==> config.mk <==
export PLATFORM = sky130hd
export DESIGN_NAME = cond_unit
export DESIGN_NICKNAME = d
export VERILOG_FILES = /design/src/rtl/cpu_pkg.sv /design/src/rtl/cond_unit_cond_check.sv /design/src/rtl/cond_unit.sv
export SDC_FILE = /design/constraint.sdc
export NUM_CORES = 1
export LEC_CHECK = 0
export ABC_AREA = 1
export BUFFER_PORTS_ARGS = -buffer_cell sky130_fd_sc_hd__buf_2
export CORE_AREA = 4 4 44 46
export CTS_CLUSTER_DIAMETER = 60
export DETAILED_ROUTE_END_ITERATION = 8
export DIE_AREA = 0 0 48 50
export PLACE_DENSITY = 0.72
export SYNTH_ARGS = -nofsm -noshare
export SYNTH_HDL_FRONTEND = slang
export SYNTH_HIERARCHICAL = 1
export SYNTH_SLANG_ARGS = --single-unit
==> constraint.sdc <==
create_clock -name clk -period 3.1 [get_ports clk]
set_input_delay 0.31 -clock clk [delete_from_list [all_inputs] [get_ports clk]]
set_output_delay 0.31 -clock clk [all_outputs]
set_load 0.02 [all_outputs]
==> src/rtl/cpu_pkg.sv <==
// Shared CPU definitions: ARM condition codes, NZCV bit positions and
// the decoder flag-write select type.
package cpu_pkg;

  typedef enum logic [3:0] {
    EQ = 4'b0000,
    NE = 4'b0001,
    CS = 4'b0010,
    CC = 4'b0011,
    MI = 4'b0100,
    PL = 4'b0101,
    VS = 4'b0110,
    VC = 4'b0111,
    HI = 4'b1000,
    LS = 4'b1001,
    GE = 4'b1010,
    LT = 4'b1011,
    GT = 4'b1100,
    LE = 4'b1101,
    AL = 4'b1110,
    NV = 4'b1111
  } cond_e;

  localparam int N_IDX = 3;
  localparam int Z_IDX = 2;
  localparam int C_IDX = 1;
  localparam int V_IDX = 0;

  // [1] selects N,Z ; [0] selects C,V
  typedef logic [1:0] flagw_t;

endpackage

==> src/rtl/cond_unit_cond_check.sv <==
// cond_check: pure combinational evaluation of an ARM condition field
// against a {N,Z,C,V} flag vector. NV (1111) never passes.
module cond_check
  import cpu_pkg::*;
(
  input  logic [3:0] cond,
  input  logic [3:0] flags,
  output logic       pass
);

  logic n_s, z_s, c_s, v_s;

  assign n_s = flags[N_IDX];
  assign z_s = flags[Z_IDX];
  assign c_s = flags[C_IDX];
  assign v_s = flags[V_IDX];

  // Decode the condition field into a pass/fail decision
  always_comb begin
    pass = 1'b0;
    case (cond_e'(cond))
      EQ:      pass = z_s;
      NE:      pass = ~z_s;
      CS:      pass = c_s;
      CC:      pass = ~c_s;
      MI:      pass = n_s;
      PL:      pass = ~n_s;
      VS:      pass = v_s;
      VC:      pass = ~v_s;
      HI:      pass = c_s & ~z_s;
      LS:      pass = ~c_s | z_s;
      GE:      pass = (n_s == v_s);
      LT:      pass = (n_s != v_s);
      GT:      pass = ~z_s & (n_s == v_s);
      LE:      pass = z_s | (n_s != v_s);
      AL:      pass = 1'b1;
      NV:      pass = 1'b0;
      default: pass = 1'b0;
    endcase
  end

endmodule

==> src/rtl/cond_unit.sv <==
// cond_unit: execute-stage condition/flag unit. Holds architectural NZCV,
// gates PCSrc/RegWrite/MemWrite on the condition result and squashes the
// BR_SHADOW wrong-path valid slots that follow a taken branch.
// Optional feature macro: COND_PERF_CNT_EN adds ExecCount/SquashCount.
module cond_unit
  import cpu_pkg::*;
#(
  parameter int BR_SHADOW = 2,
  parameter int CNT_W     = 32
) (
  input  logic             clk,
  input  logic             reset_n,
  input  logic             en,
  input  logic             valid,
  input  logic [3:0]       Cond,
  input  logic [3:0]       ALUFlags,
  input  logic [1:0]       FlagW,
  input  logic             PCS,
  input  logic             RegW,
  input  logic             MemW,
  input  logic             NoWrite,
  output logic             PCSrc,
  output logic             RegWrite,
  output logic             MemWrite,
  output logic             CondEx,
`ifdef COND_PERF_CNT_EN
  output logic [CNT_W-1:0] ExecCount,
  output logic [CNT_W-1:0] SquashCount,
`endif
  output logic [3:0]       Flags
);

  typedef enum logic {
    RUN    = 1'b0,
    SHADOW = 1'b1
  } state_e;

  localparam logic [2:0] SHADOW_INIT = 3'(BR_SHADOW);

  state_e     state_r, state_nxt_s;
  logic [2:0] count_r, count_nxt_s;
  logic [3:0] flags_r, flags_nxt_s;
  logic       cond_pass_s;
  logic       cond_ex_s;
  logic       pcsrc_s;
  flagw_t     flagw_s;

  assign flagw_s = FlagW;

  cond_check u_cond_check (
    .cond  (Cond),
    .flags (flags_r),
    .pass  (cond_pass_s)
  );

  // Execute decision and gated write strobes, all zero-latency
  always_comb begin
    cond_ex_s = reset_n & en & valid & (state_r == RUN) & cond_pass_s;
    pcsrc_s   = PCS & cond_ex_s;
    PCSrc     = pcsrc_s;
    RegWrite  = RegW & ~NoWrite & cond_ex_s;
    MemWrite  = MemW & cond_ex_s;
    CondEx    = cond_ex_s;
    Flags     = flags_r;
  end

  // Shadow FSM next state: open the shadow on a taken branch, consume it on valid slots
  always_comb begin
    state_nxt_s = state_r;
    count_nxt_s = count_r;
    case (state_r)
      RUN: begin
        if (en && pcsrc_s) begin
          state_nxt_s = SHADOW;
          count_nxt_s = SHADOW_INIT;
        end else begin
          state_nxt_s = RUN;
        end
      end
      SHADOW: begin
        if (en && valid) begin
          if (count_r <= 3'd1) begin
            state_nxt_s = RUN;
            count_nxt_s = 3'd0;
          end else begin
            count_nxt_s = count_r - 3'd1;
          end
        end else begin
          count_nxt_s = count_r;
        end
      end
      default: begin
        state_nxt_s = RUN;
        count_nxt_s = 3'd0;
      end
    endcase
  end

  // Flag next value: only executing instructions update the selected halves
  always_comb begin
    flags_nxt_s = flags_r;
    if (cond_ex_s) begin
      if (flagw_s[1]) begin
        flags_nxt_s[N_IDX] = ALUFlags[N_IDX];
        flags_nxt_s[Z_IDX] = ALUFlags[Z_IDX];
      end else begin
        flags_nxt_s[N_IDX] = flags_r[N_IDX];
        flags_nxt_s[Z_IDX] = flags_r[Z_IDX];
      end
      if (flagw_s[0]) begin
        flags_nxt_s[C_IDX] = ALUFlags[C_IDX];
        flags_nxt_s[V_IDX] = ALUFlags[V_IDX];
      end else begin
        flags_nxt_s[C_IDX] = flags_r[C_IDX];
        flags_nxt_s[V_IDX] = flags_r[V_IDX];
      end
    end else begin
      flags_nxt_s = flags_r;
    end
  end

  // State, shadow count and flag registers with synchronous reset
  always_ff @(posedge clk) begin
    if (!reset_n) begin
      state_r <= RUN;
      count_r <= 3'd0;
      flags_r <= 4'b0000;
    end else begin
      state_r <= state_nxt_s;
      count_r <= count_nxt_s;
      flags_r <= flags_nxt_s;
    end
  end

`ifdef COND_PERF_CNT_EN
  // Performance counters: executed and squashed valid slots, wrapping silently
  always_ff @(posedge clk) begin
    if (!reset_n) begin
      ExecCount   <= {CNT_W{1'b0}};
      SquashCount <= {CNT_W{1'b0}};
    end else begin
      if (cond_ex_s) begin
        ExecCount <= ExecCount + CNT_W'(1);
      end else begin
        ExecCount <= ExecCount;
      end
      if (en && valid && !cond_ex_s) begin
        SquashCount <= SquashCount + CNT_W'(1);
      end else begin
        SquashCount <= SquashCount;
      end
    end
  end
`endif

endmodule

==> metrics.csv, run 1 <==
metric,value,unit
area grow syn2layout,23.7,%
row count,14,
WL final,1470,um
Num CTS Buffers,3,
Mapped Cells,119,
"Seq/Total Area, Yosys",23.7,%
fin nets,168,
pin count of the biggest net entering global routing,10,
Routed WL per cell,9.06,um
#FFs+latches synth,8,
Die W,48,um
critical-path maximum fanout,7,
leakage,0.447,nW
core area,1510,sq um
Max Freq,458,MHz
IO Count,26,
max-cap viol count,0,
Synth Net Count,139,
min cycle time layout,2190,ps
CTS Sinks,8,
final setup TNS,0,ps
antenna violations before repair,0,
post-cts repair resize count,0,
PD cells,297,nW/um^2
Port Buffers,25,
gp weighted congestion,0.871,
hold_buf cts,0,
Sequential Area,160,sq um
fillcell total,150,
Synth warnings,6,
die height,50,um
Worst Skew,2.75,ps
Setup Buffers After CTS,0,
CTS tree,built,
global-route wire length before repair,2550,um
status,"complete, no violations",
grt ovf,0,
Least-Margin Pin Slew,292,ps
CP Buf/Inv Count,4,
CTS root buffer,clkbuf_4,
CP top delay family,simple AND/OR/NAND/NOR gates,
Mapped Area,677,sq um
crit-path cells,"inv_2, nand2_1, nand2_1, o21ai_1, nand2_1, nand3_1, nand2_1, nand3_2, nand2_1, inv_2, nand2_1, inv_2, nand2_1, nor2_1, buf_2",
Fin. Hold Viols,0,
Metal-1 WL,662,um
final instance area,837,sq um
DR iter-0 viols,9,
"Distinct cells, synth",17,
routed wl met3,147,um
Reg2Reg Setup Slack,1410,ps
post-route antenna net violation count,0,
relative slew slack,80.5,%
most used cell along the critical path,nand2_1,
First-pass DRT Iterations,4,
data required time at the worst endpoint,2790,ps
latest clock arrival within the worst-skew pair,250,ps
max layer used,met4,
Crit Path Category,register to primary output,
final count of negative-setup-slack endpoints,0,
via count,772,
r2r startpoint,Flags[0],
WP data arrival,1880,ps
CP max stage cell,dfxtp_1,
Ant. Diodes,0,
CP Launch Type,register,
detailed-route vias per instance,4.77,
vias in the first global route,694,
hpwl dp,1240,um
# DRC,0,
"Cell Area, Placed",815,sq um
Hold Path Class,input port to register,
clk slew on worst S/H paths,50,ps
DIE AREA,2400,sq um
VDD IR max,0.000207,V
CP Capture Type,primary output,
unrepaired setup endpoints after global routing,false,
start point of the worst min-delay path,ALUFlags[2],
total track usage,13.7,%
final design utilization,55.6,%
Initial Util,44.9,%
crit path launch,Flags[0],
Mean Syn Cell Area,5.69,sq um
area of the multi-input gates,415,sq um
CP peak stage delay,440,ps
Clock Tree Buf Depth,2,
"Slew Viols, Final",0,
"Period Utilization, post-route",70.5,%
CTS H-tree lvls,1,
ratio of cells with drive above 1 in the final layout,27.4,%
metal2 WL,650,um
flip-flops by register name, indices dropped and copies added (netlist names):
register and count:
Flags 4, count_r 3, state_r 1
path summary, 6_finish.rpt:
path         endpoint  cells after the start
max reg2reg  Flags[2]                     13
min          Flags[2]                      3
min reg2reg  Flags[2]                      2
max          RegWrite                     15
metal layers:
| metal | track usage, % | up-vias |
|---|---|---|
| met2 | 21.8 | 26 |
| met1 | 17.6 | 318 |
| met5 | 0 | - |
| li1 | - | 426 |
| met3 | 3.27 | 2 |
| met4 | 4.04 | 0 |
power breakdown:
group | switching, mW | leakage, nW | internal (mW)
combinational | 0.0361 | 0.368 | 0.0242
sequential | 0.00335 | 0.0647 | 0.106
clock | 0.0349 | 0.0138 | 0.0443
total | 0.0744 | 0.447 | 0.174
placed cells by master (no fill, tap or decap):
cell type	Yosys	routed
nor2_1	13	13
nor2_2	3	3
nand3_4	1	1
o21ai_1	6	6
nand2_1	34	34
inv_1	20	20
ha_1	2	2
nand3_2	1	1
a21oi_1	5	5
inv_2	5	5
o211ai_1	2	2
o21ai_0	2	2
nand3_1	14	14
clkbuf_4	0	3
nor2_4	1	1
dfxtp_1	8	8
buf_2	0	25
nand2_2	1	1
logic make-up (layout without fill, tap and decap cells):
| family | after synthesis | count (layout) | synth area share (%) |
|---|---|---|---|
| DFF | 8 | 8 | 23.7 |
| adders and majority gates | 2 | 2 | 3.70 |
| buffers and inverters | 26 | 53 | 15.0 |
| AOI/OAI and AO/OA | 15 | 15 | 11.8 |
| and+or+nand+nor | 68 | 68 | 45.8 |
worst register-to-register path, cell delays in order (launching register included):
cell     delay, ps
dfxtp_1        440
inv_2           60
nand2_1         80
nand2_1         80
o21ai_1        120
nand2_1         60
nand3_1         80
nand2_1         70
nand3_2         50
nand2_1         70
inv_2          100
nand3_1        170
o21ai_1        160
a21oi_1         50
Yosys cell counts (all sizes together):
library cell | count | area, sq um
dfxtp | 8 | 160
nand2 | 35 | 134
nor2 | 17 | 78.8
ha | 2 | 25.0
buf | 1 | 7.51
a21oi | 5 | 25.0
o21ai | 8 | 40.0
inv | 25 | 93.8
nand3 | 16 | 97.6
o211ai | 2 | 15.0
final cells by class:
class / count / share of cell area (%)
clock buffers: 3 / 2.69
repair buffers: 25 / 14.9
well taps: 16 / 2.39
flip-flops and latches: 8 / 19.1
multi-input cells: 85 / 49.6
inverters: 25 / 11.2
stage by stage:
stage | setup WS, ps | hold slack [ps] | cells | total power [mW]
final | 915 | 323 | 162 | 0.249
after global routing | 675 | 355 | 162 | 0.264
after CTS | 900 | 323 | 162 | 0.251
after detailed placement | 1130 | 471 | 159 | 0.171
after global placement | 1180 | 466 | 159 | 0.171
after floorplan | 1070 | 486 | 119 | 0.151
Note: power is estimated with default switching activity, not from simulation.
==> run 2, diff against run 1 <==
- CORE_AREA: 4 4 44 46 -> 4 4 46 48
- DIE_AREA: 0 0 48 50 -> 0 0 50 52
- PLACE_DENSITY: 0.72 -> 0.69
- clock period: 3.1 -> 1.8 ns (I/O delays scaled with it)
==> metrics.csv, run 2 (synthesis results as in run 1) <==
metric,value,unit
"Period Utilization, post-route",105,%
final setup TNS,-181,ps
Sequential Power Share,41.9,%
detailed-route vias per instance,4.56,
unrepaired setup endpoints after global routing,true,
r2r startpoint,Flags[3],
most frequent cells in the layout,"nand2_1, buf_2, inv_1",
Clock Power Share,30.8,%
core area,1710,sq um
min cycle time layout,1890,ps
"most common cell after layout, fill and taps aside",nand2_1,
gp weighted congestion,0.847,
row count,15,
Psw,0.135,mW
global-route wire length before repair,2790,um
Max Freq,529,MHz
hpwl dp,1290,um
Port Buffers,25,
final count of negative-setup-slack endpoints,3,
Ant. Diodes,0,
CP Launch Type,register,
hold_ws,198,ps
relative slew slack,81.5,%
worst hold stages,3,
total track usage,13.4,%
VDD IR max,0.000308,V
Least-Margin Pin Slew,278,ps
vias in the first global route,721,
Fin. Hold Viols,0,
Initial Util,39.6,%
start point of the worst min-delay path,ALUFlags[2],
Placement Setup Slack,68.4,ps
pin count of the biggest net entering global routing,10,
Pint,0.310,mW
Die W,50,um
PD cells,472,nW/um^2
R2R Path End,count_r[1],
Hold Path Class,input port to register,
WL final,1580,um
WP data arrival,1710,ps
Sw Ratio,30.3,%
clk slew on worst S/H paths,60,ps
critical-path maximum fanout,5,
Routed WL per cell,9.06,um
IO Count,26,
hold_buf cts,0,
leakage,0.472,nW
via count,793,
Clock Tree Buf Depth,2,
# DRC,0,
grt ovf,0,
fin nets,171,
Worst Skew,7.98,ps
latest clock arrival within the worst-skew pair,250,ps
ratio of cells with drive above 1 in the final layout,38.3,%
Worst Reg-to-Reg Cells,18,
placed cells,168,
die height,52,um
antenna violations before repair,0,
failing checks,negative setup slack,
area grow syn2layout,39.0,%
CTS root buffer,clkbuf_4,
max-cap viol count,0,
end of the worst hold path,Flags[2],
post-route antenna net violation count,0,
CTS tree,built,
status,"complete, but fails checks",
Reg2Reg Setup Slack,80,ps
"Slew Viols, Final",0,
Num CTS Buffers,3,
max reg flops,4,
CTS Sinks,8,
data required time at the worst endpoint,1620,ps
DR iter-0 viols,15,
CTS H-tree lvls,1,
First-pass DRT Iterations,4,
part of the power in combinational logic,27.3,%
Non-Filler Instances,174,
CP Capture Type,primary output,
Crit Path Category,register to primary output,
"Worst Setup Slack, final",-88.8,ps
DIE AREA,2600,sq um
-- run 2: cell types whose count changed in the layout (fill, tap and decap cells not counted), moves of 2 or more --
cell / delta
buf_2: -3
inv_2: +2
dfxtp_1: -4
nand2_1: -5
nand2_2: +4
dfxtp_4: +2
buf_6: +4
nor2_1: -2
nor2_2: +2
inv_1: -3
dfxtp_2: +2
-- run 2: area by class of cell --
class                      instances  area (sq um)
sequential                         8           170
clock buffer                       3          22.5
inverter                          25          96.3
tap                               25          31.3
timing repair buffer              28           183
multi-input combinational         85           438
fill                             170           767
-- run 2: repair_timing --
action	CTS	global route
pin swaps	4	0
setup endpoints to repair	4	10
resized for setup	14	8
buffers inserted	3	0
-- run 2: critical path, cell delays in order (launching register included) --
cell and delay, ps:
dfxtp_4 360, inv_4 60, nand2_2 50, nand2_2 60, nand3_1 60, nand2_1 60, nand2_1 50, nand3_1 70
nand2_1 70, nand3_2 60, nand2_1 60, inv_2 90, nand2_2 70, inv_2 60, nand2_2 40, nor2_2 90
buf_6 120
-- run 2: how the worst max path moves through the flow --
stage	from	to
CTS	Flags[3]	RegWrite
global placement	Cond[1]	RegWrite
detailed placement	Cond[1]	RegWrite
finish	Flags[3]	RegWrite
floorplan	Flags[3]	RegWrite
global route	Flags[3]	RegWrite
-- run 2: power groups by stage --
| stage | registers, mW | clock network [mW] | logic, mW |
|---|---|---|---|
| floorplan | 0.193 | 0 | 0.0664 |
| global placement | 0.192 | 0 | 0.103 |
| detailed placement | 0.192 | 0 | 0.105 |
| CTS | 0.187 | 0.141 | 0.120 |
| global route | 0.187 | 0.145 | 0.138 |
| finish | 0.186 | 0.137 | 0.121 |
-- run 2: per-layer routing --
| layer | vias up | GRT usage, % | part of all wire (%) |
|---|---|---|---|
| met4 | 0 | 5.53 | 0 |
| met3 | 0 | 3.15 | 7.9 |
| met2 | 23 | 22.8 | 49 |
| met1 | 340 | 16.1 | 43 |
| li1 | 430 | - | - |
| met5 | - | 0 | 0 |
-- run 2: through the flow --
stage          util [%]  instance area [sq um]  power, mW
2_1_floorplan         -                    682      0.260
3_3_place_gp       48.6                    831      0.294
3_5_place_dp       48.6                    831      0.297
4_1_cts            53.9                    921      0.449
5_1_grt            55.1                    941      0.470
6_report           55.1                    941      0.444
